File: src/rtl/sine_freq_meter.sv
// sine_freq_meter: estimates the DDS tuning word of an 8-bit offset-binary sinusoid.
// Rising midscale crossings (with hysteresis) are counted over a gate window of
// 2**GATE_LOG2 clocks; a 32-step restoring divider then converts N periods spanning
// Tlast clocks into ftw = floor(N * 2**32 / Tlast).
module sine_freq_meter #(
   parameter int GATE_LOG2 = 16,
   parameter int HYST      = 4
) (
   input  logic                 clk,
   input  logic                 reset,
   input  logic                 sample_valid,
   input  logic [7:0]           adc_data,
   input  logic                 start,
   output logic                 busy,
   output logic                 result_valid,
   output logic [31:0]          ftw_est,
   output logic [GATE_LOG2:0]   period_count,
   output logic                 no_signal
);

   localparam logic [7:0]           HI_THR = 8'(128 + HYST);
   localparam logic [7:0]           LO_THR = 8'(128 - HYST);
   localparam logic [GATE_LOG2-1:0] W_LAST = '1;
   localparam logic [GATE_LOG2:0]   N_MAX  = {1'b1, {GATE_LOG2{1'b0}}};

   typedef enum logic [2:0] {
      S_IDLE,
      S_ARM,
      S_MEASURE,
      S_DIVIDE,
      S_DONE
   } state_t;

   state_t               state;
   logic                 hi;
   logic                 rise;
   logic [GATE_LOG2-1:0] w_cnt;     // gate window position
   logic [GATE_LOG2-1:0] t_cnt;     // clocks since the first rise, minus one
   logic [GATE_LOG2-1:0] t_last;    // clocks from first rise to latest counted rise
   logic [GATE_LOG2:0]   n_cnt;     // whole periods seen after the first rise
   logic [GATE_LOG2:0]   n_inc;
   logic [GATE_LOG2:0]   n_fin;     // N including a rise in the current cycle
   logic [GATE_LOG2+1:0] rem;       // divider partial remainder, always < Tlast
   logic [GATE_LOG2+1:0] rem_shift;
   logic [GATE_LOG2+1:0] rem_sub;
   logic [GATE_LOG2+1:0] t_ext;
   logic                 q_bit;
   logic                 sat;
   logic [31:0]          quo;
   logic [4:0]           div_step;

   // Hysteresis flag: set above the upper threshold, cleared below the lower one, held in the band
   // NOTE: sequential state is written with <= so every flop samples pre-edge values together.
   always_ff @(posedge clk) begin
      if (reset) begin
         hi <= 1'b0;
      end else if (sample_valid) begin
         if (adc_data >= HI_THR) begin
            hi <= 1'b1;
         end else if (adc_data <= LO_THR) begin
            hi <= 1'b0;
         end
      end
   end

   // Rise strobe, saturating period increment and one restoring-divider trial subtraction
   always_comb begin
      // NOTE: every output gets a default first so no path can infer a latch.
      rise      = 1'b0;
      n_inc     = n_cnt;
      n_fin     = n_cnt;
      t_ext     = {2'b00, t_last};
      rem_shift = {rem[GATE_LOG2:0], 1'b0};
      rem_sub   = '0;
      q_bit     = 1'b0;
      sat       = 1'b0;

      rise = sample_valid && !hi && (adc_data >= HI_THR);
      if (n_cnt != N_MAX) begin
         n_inc = n_cnt + 1'b1;
      end
      if (rise) begin
         n_fin = n_inc;
      end
      q_bit   = (rem_shift >= t_ext);
      rem_sub = rem_shift - t_ext;
      // A quotient of 2**32 or more cannot be represented; clamp it.
      sat     = ({1'b0, t_last} <= n_cnt);
   end

   // Measurement sequencer: arm on first rise, gate, divide, publish registered results
   always_ff @(posedge clk) begin
      if (reset) begin
         state        <= S_IDLE;
         w_cnt        <= '0;
         t_cnt        <= '0;
         t_last       <= '0;
         n_cnt        <= '0;
         rem          <= '0;
         quo          <= '0;
         div_step     <= '0;
         busy         <= 1'b0;
         result_valid <= 1'b0;
         ftw_est      <= '0;
         period_count <= '0;
         no_signal    <= 1'b0;
      end else begin
         result_valid <= 1'b0;
         case (state)
            S_IDLE: begin
               if (start) begin
                  state  <= S_ARM;
                  busy   <= 1'b1;
                  w_cnt  <= '0;
                  t_cnt  <= '0;
                  t_last <= '0;
                  n_cnt  <= '0;
               end
            end
            S_ARM: begin
               w_cnt <= w_cnt + 1'b1;
               // The window end wins over a late first rise, keeping the gate length fixed.
               if (w_cnt == W_LAST) begin
                  state <= S_DONE;
               end else if (rise) begin
                  state <= S_MEASURE;
                  t_cnt <= '0;
               end
            end
            S_MEASURE: begin
               w_cnt <= w_cnt + 1'b1;
               t_cnt <= t_cnt + 1'b1;
               if (rise) begin
                  n_cnt  <= n_inc;
                  t_last <= t_cnt + 1'b1;
               end
               if (w_cnt == W_LAST) begin
                  rem      <= {1'b0, n_fin};
                  quo      <= '0;
                  div_step <= '0;
                  state    <= (n_fin != '0) ? S_DIVIDE : S_DONE;
               end
            end
            S_DIVIDE: begin
               rem      <= q_bit ? rem_sub : rem_shift;
               quo      <= {quo[30:0], q_bit};
               div_step <= div_step + 1'b1;
               if (div_step == 5'd31) begin
                  state <= S_DONE;
               end
            end
            S_DONE: begin
               result_valid <= 1'b1;
               busy         <= 1'b0;
               period_count <= n_cnt;
               no_signal    <= (n_cnt == '0);
               if (n_cnt == '0) begin
                  ftw_est <= '0;
               end else if (sat) begin
                  ftw_est <= '1;
               end else begin
                  ftw_est <= quo;
               end
               state <= S_IDLE;
            end
            default: begin
               state <= S_IDLE;
            end
         endcase
      end
   end

endmodule

File: config.mk
export PLATFORM = sky130hd
export DESIGN_NAME = sine_freq_meter
export DESIGN_NICKNAME = d
export VERILOG_FILES = /design/src/rtl/sine_freq_meter.sv
export SDC_FILE = /design/constraint.sdc
export NUM_CORES = 1
export LEC_CHECK = 0
export BUFFER_PORTS_ARGS = -buffer_cell sky130_fd_sc_hd__buf_4
export CORE_MARGIN = 2
export CORE_UTILIZATION = 55
export CTS_BUF_LIST = sky130_fd_sc_hd__clkbuf_8
export DETAILED_ROUTE_END_ITERATION = 12
export PLACE_DENSITY = 0.7
export SLEW_MARGIN = 20
export SYNTH_ARGS = -nofsm -noshare
export SYNTH_HDL_FRONTEND = slang
export SYNTH_SLANG_ARGS = --single-unit
File: constraint.sdc
create_clock -name clk -period 4.5 [get_ports clk]
set_input_delay 0.45 -clock clk [delete_from_list [all_inputs] [get_ports clk]]
set_output_delay 0.45 -clock clk [all_outputs]
set_load 0.03 [all_outputs]
==> impl_metrics.toml, run 1 <==
[sta]
fin_crit_sh_pct = 70.2
rsz0062_at_grt = "no"
period_minus_slack_ns = 3.16
worst_pin_slew_ns = 1.06
setup_violations = 0
fin_skew_ns = 0.0151
slew_headroom_pct = 29.7
timing.setup.tns_ns = 0
slew_violations = 0
max_freq_mhz = 316
finalHoldViolations = 0

[setup_path]
cp_slowest_cell = "a31oi_4"
cp-start-kind = "flip-flop"
critPathRequiredTime_ns = 4.84
path_class = "reg -> reg"
endpoint_kind = "flip-flop"
crit_buf_inv = 1
crit_arrival_ns = 3.50
critical_path.top_delay_family = "compound AO/OA/AOI/OAI gates"
critical_path_cell_count = 10
path_cells = "inv_1 -> ha_1 -> and3_1 -> nand4_1 -> o31a_1 -> o21a_1 -> a31oi_4 -> mux2_1 -> a221oi_1 -> nor2_1"
cp_max_fo = 23
r2r_cells = 10
critical-path-max-stage-delay_ns = 0.60

[status]
status = "finished clean"

[clock_network]
cts_buffers = 17
root_buffer = "clkbuf_8"
worstSkewPairLatency_ns = 0.48
cts_hold_buf = 0
htree_levels = 4
postCtsSetupBuffers = 0
cts_num_sinks = 175
clockBufferDepth = 2
cts_tree = "done"
clk_pin_slew_ns = 0.10
cts_resized = 0

[final_layout]
drive_above_1_share_pct = 11.7
diodes = 0
final_util_pct = 61.1
nets = 1249
syn_to_final_growth_pct = 8.98

[die]
start_util_pct = 56.1
ioPinCount = 64
coreArea_um2 = 16500
dieArea_um2 = 17900
rows = 47
die_x_um = 134
die_h_um = 134

[yosys]
yosys.cell_count.top_type = "dfxtp_1"
synthTopCellsByCount = "175 x dfxtp_1, 173 x a21oi_1, 167 x nand2_1, 100 x nor2_1, 75 x nand3_1"
avgSynthCellArea_um2 = 7.82
yosysTopAreaCell = "dfxtp_1"
ys_seq_area_share_pct = 37.8
synth_cells = 1186
synth_area_leaders = "dfxtp_1 38%, a21oi_1 9.3%, nand2_1 6.8%, ha_1 5.1%, nand3_1 4.0%"
ys_warn_count = 0
yosys_register_bits = 175
synth_area_um2 = 9270
synth_edf_count = 0
ys_types = 82
yosysTopAreaCellShare_pct = 37.8
synthFlopType = "dfxtp_1"
synthArstFlopShare_pct = 0
syn_nets = 1237

[drt]
drc = 0
ant_nets = 0
viasPerCell = 5.95
drt_wl_total_mm = 23.7
first_iter_violations = 836
drt-pass1-iter-count = 6
num_vias = 8512
routedWlPerCell_um = 16.5

[grt]
grt_start_max_net_pins = 75
grt_first_pass_wirelength_mm = 38.9
grt.overflow.total = 0
antenna_found_initial = 0
grt_use_total_pct = 26.8
grt_pass1_vias = 7643

[pwr]
powerDensity_nw_per_um2 = 286
p_total_w = 0.00289
leakage_nw = 3.59
ir_drop_mv = 0.173

[job]
drv_cap = 0

[placed_design]
numPortBuffers = 63
gp_congestion = 0.919
post-dp-hpwl_mm = 16.1

[hold_path]
hold_path.class = "in -> reg"
holdPathStages = 3
per-layer routing:
layer | global-route usage, % | part of all wire [%] | vias to the layer above
li1 | - | - | 4211
met2 | 40.6 | 44 | 259
met4 | 8.81 | 2.4 | 0
met1 | 38.2 | 48 | 3998
met5 | 0 | 0 | -
met3 | 5.71 | 5.4 | 44
layout by cell type, fill, tap and decap left out, types with 4 or more instances in the layout:
cell and n:
dfxtp_1 175, a21oi_1 172, nand2_1 166, nor2_1 98
nand3_1 75, buf_4 75, o21ai_0 73, inv_1 40
ha_1 38, xnor2_1 28, nand4_1 22, xor2_1 22
clkbuf_8 19, nor3_1 17, a22oi_1 11, a21o_1 9
o211ai_1 9, nor2b_1 9, o21a_1 9, and3_1 8
a31oi_1 8, or3_1 7, nor4_1 6, o31ai_1 5
nand4b_1 5, nand3b_1 5, a211oi_1 5, a21boi_0 4
mux2i_1 4, o22ai_1 4, mux2_2 4
through the flow:
| stage | instance area [um^2] | hold slack (ns) | setup slack [ns] | std cells |
|---|---|---|---|---|
| 2_1_floorplan | 9270 | 0.442 | 2.00 | 1186 |
| 3_3_place_gp | 9730 | 0.440 | 1.48 | 1399 |
| 3_5_place_dp | 9730 | 0.444 | 1.39 | 1399 |
| 4_1_cts | 10100 | 0.261 | 1.36 | 1430 |
| 5_1_grt | 10100 | 0.277 | 1.11 | 1430 |
| 6_report | 10100 | 0.279 | 1.34 | 1430 |
final cells by class:
| type | instances | area (um^2) |
|---|---|---|
| Tap cell | 220 | 275 |
| Clock inverter | 12 | 110 |
| Inverter | 39 | 146 |
| Multi-Input combinational cell | 890 | 5240 |
| Clock buffer | 19 | 262 |
| Fill cell | 1489 | 6420 |
| Sequential cell | 175 | 3500 |
| Timing Repair Buffer | 75 | 563 |
state kept, by name (all words and copies together), names as in the netlist:
| signal | count |
|---|---|
| state | 3 |
| no_signal | 1 |
| div_step | 5 |
| result_valid | 1 |
| hi | 1 |
| period_count | 17 |
| ftw_est | 32 |
| t_cnt | 16 |
| quo | 32 |
| busy | 1 |
| n_cnt | 17 |
| w_cnt | 16 |
| t_last | 16 |
| rem | 17 |
cell families (layout without fill, tap and decap cells):
family                   Yosys count  in the layout  synth area share, %
multiplexers                       9              9                 1.04
AO/OA/AOI/OAI                    345            345                 22.4
adder cells (fa/ha/maj)           39             39                 5.35
buffers and inverters            121            145                 5.93
XOR/XNOR                          50             50                 4.72
flip-flops                       175            175                 37.8
AND/OR/NAND/NOR                  447            447                 22.8
worst register-to-register path: cells and delay by family (launching register included):
kind / cells / cell delay (ns)
flops: 1 / 0.37
simple gates: 3 / 0.44
fa+ha+maj: 1 / 0.41
compound gates: 4 / 1.36
buf+inv: 1 / 0.05
mux: 1 / 0.39
final timing paths:
path                         endpoint                     start  slack [ns]
max               rem[6]$_SDFFE_PP0P_   t_last[15]$_SDFFE_PP0P_        1.34
min                   hi$_SDFFE_PP0P_               adc_data[7]        0.28
max reg2reg       rem[6]$_SDFFE_PP0P_   t_last[15]$_SDFFE_PP0P_        1.34
min reg2reg  ftw_est[12]$_SDFFE_PP0P_  ftw_est[12]$_SDFFE_PP0P_        0.45
where the power goes:
part	total [W]	switching (W)	internal (W)
logic	0.000257	0.000183	0.0000736
registers	0.00157	0.0000141	0.00156
clock network	0.00106	0.000596	0.000467
No activity file was read; power rests on OpenSTA's default activity.
==> inputs of run 2 (changes only) <==
PLACE_DENSITY = 0.73   (was 0.7)
clock period = 2.8 ns   (was 4.5 ns; I/O delays follow)
==> impl_metrics.toml, run 2 (same netlist as run 1, synthesis figures left out) <==
[setup_path]
crit_buf_inv = 1
r2r_slack_ns = 0.17
path_class = "reg -> reg"
startpoint = "t_last[1]$_SDFFE_PP0P_"
cp-start-kind = "flip-flop"
r2r_start = "t_last[1]$_SDFFE_PP0P_"
endpoint_kind = "flip-flop"
crit_arrival_ns = 3.06
r2r_cells = 10
critical-path-max-stage-delay_ns = 0.38
cp_slowest_cell = "dfxtp_2"
critical_path_cell_count = 10
critPathRequiredTime_ns = 3.23
cp_max_fo = 4
timing.rr.end = "rem[15]$_SDFFE_PP0P_"
critical_path.top_delay_family = "compound AO/OA/AOI/OAI gates"
path_cells = "inv_1 -> ha_1 -> nor2b_2 -> o2111ai_2 -> a31oi_2 -> o221ai_2 -> a221oi_4 -> mux2_2 -> o31ai_2 -> a22o_1"

[drt]
drt_wl_total_mm = 23.2
drt-pass1-iter-count = 5
drc = 0
ant_nets = 0
routedWlPerCell_um = 15.8
num_vias = 8588
viasPerCell = 5.85
first_iter_violations = 1083

[sta]
rsz0062_at_grt = "no"
worst_pin_slew_ns = 1.00
slew_violations = 0
fin_crit_sh_pct = 93.9
period_minus_slack_ns = 2.63
finalHoldViolations = 0
timing.setup.tns_ns = 0
worst_slack_ns = 0.171
fin_skew_ns = 0.0168
max_freq_mhz = 380
setup_violations = 0
slew_headroom_pct = 33.0

[final_layout]
final_area_um2 = 10500
drive_above_1_share_pct = 15.2
fillers = 1487
top_regs = "ftw_est x32, quo x32"
final_util_pct = 63.5
syn_to_final_growth_pct = 13.2
final_common_cell = "dfxtp_1"
nets = 1285
final_cell_mix = "173 x dfxtp_1, 172 x a21oi_1, 166 x nand2_1"
diodes = 0

[pwr]
p_int_w = 0.00334
pwr-share-clk_pct = 36.8
leakage_nw = 3.81
ir_drop_mv = 0.282
p_comb_share_pct = 9.6
sw_frac_of_total_pct = 29.2
seqPwrFrac_pct = 53.6
p_switching_w = 0.00137
powerDensity_nw_per_um2 = 449

[die]
dieArea_um2 = 17900
die_x_um = 134
rows = 47
die_h_um = 134
coreArea_um2 = 16500
start_util_pct = 56.1
ioPinCount = 64

[placed_design]
placed_area_um2 = 10000
numPortBuffers = 63
pre_cts_ws_ns = 0.0836
post-dp-hpwl_mm = 16.6
gp_congestion = 0.909

[clock_network]
cts_hold_buf = 0
htree_levels = 4
cts_num_sinks = 175
root_buffer = "clkbuf_8"
cts_buffers = 17
clockBufferDepth = 2
cts_tree = "done"
worstSkewPairLatency_ns = 0.49
clk_pin_slew_ns = 0.10

[grt]
grt_first_pass_wirelength_mm = 38.6
grt_start_max_net_pins = 62
grt_use_total_pct = 26.4
grt.overflow.total = 0
grt_pass1_vias = 7723
antenna_found_initial = 0

[hold_path]
min_to = "hi$_SDFFE_PP0P_"
holdPathStages = 3
hold_path.class = "in -> reg"
holdCritStartpoint = "adc_data[7]"

[job]
drv_cap = 0

[status]
status = "finished clean"
run 2: changes by cell type in the layout (fill, tap and decap cells not counted), moves of 2 or more:
cell / delta
buf_12: +2
buf_4: +32
buf_6: +2
clkinv_2: -2
clkinv_8: +3
dfxtp_1: -2
dfxtp_2: +2
ha_1: -4
ha_4: +3
inv_6: +3
nor2b_1: -2
nor2b_2: +2
run 2: metal layers:
layer | GRT usage (%) | vias up | wire length, um | part of all wire [%]
met1 | 38.2 | 4023 | 11100 | 48
met5 | 0 | - | 0 | 0
met4 | 8.16 | 0 | 387 | 1.7
met2 | 40.2 | 279 | 10500 | 45
li1 | - | 4259 | - | -
met3 | 4.57 | 27 | 1270 | 5.5
run 2: stage by stage:
step	instances	power (W)	hold WS [ns]
floorplan	1186	0.00288	0.441
global route	1467	0.00490	0.0933
global placement	1433	0.00302	0.440
finish	1467	0.00471	0.0905
detailed placement	1433	0.00302	0.444
CTS	1465	0.00473	0.0675
run 2: worst max path at each step:
| stage | to | slack, ns |
|---|---|---|
| floorplan | rem[15]$_SDFFE_PP0P_ | 0.30 |
| global placement | rem[15]$_SDFFE_PP0P_ | 0.17 |
| detailed placement | rem[15]$_SDFFE_PP0P_ | 0.08 |
| CTS | rem[15]$_SDFFE_PP0P_ | 0.06 |
| global route | state[2]$_SDFFE_PP0P_ | 0.002 |
| finish | rem[15]$_SDFFE_PP0P_ | 0.17 |
run 2: layout make-up:
type | instances | area, um^2 | area share [%]
flip-flops and latches | 175 | 3510 | 33.4
repair buffers | 111 | 866 | 8.25
clock inverters | 14 | 145 | 1.38
multi-input cells | 890 | 5310 | 50.6
well taps | 220 | 275 | 2.62
clock buffers | 18 | 248 | 2.36
inverters | 39 | 146 | 1.40
run 2: what timing repair did:
action	in CTS	in global routing
endpoints found under the setup margin	0	5
hold endpoints to repair	0	0
buffers inserted	0	2
resized for setup	0	14
run 2: power groups by stage:
stage / sequential (W) / combinational [W] / clock, W
floorplan: 0.00258 / 0.000309 / 0
detailed placement: 0.00258 / 0.000434 / 0
finish: 0.00253 / 0.000451 / 0.00173
global placement: 0.00258 / 0.000432 / 0
global route: 0.00253 / 0.000494 / 0.00187
CTS: 0.00253 / 0.000437 / 0.00177
run 2: worst reg2reg max path: stages, from the launching register on:
cell and delay (ns):
dfxtp_2 0.38, inv_1 0.05, ha_1 0.28, nor2b_2 0.17
o2111ai_2 0.14, a31oi_2 0.29, o221ai_2 0.18, a221oi_4 0.34
mux2_2 0.38, o31ai_2 0.22, a22o_1 0.15
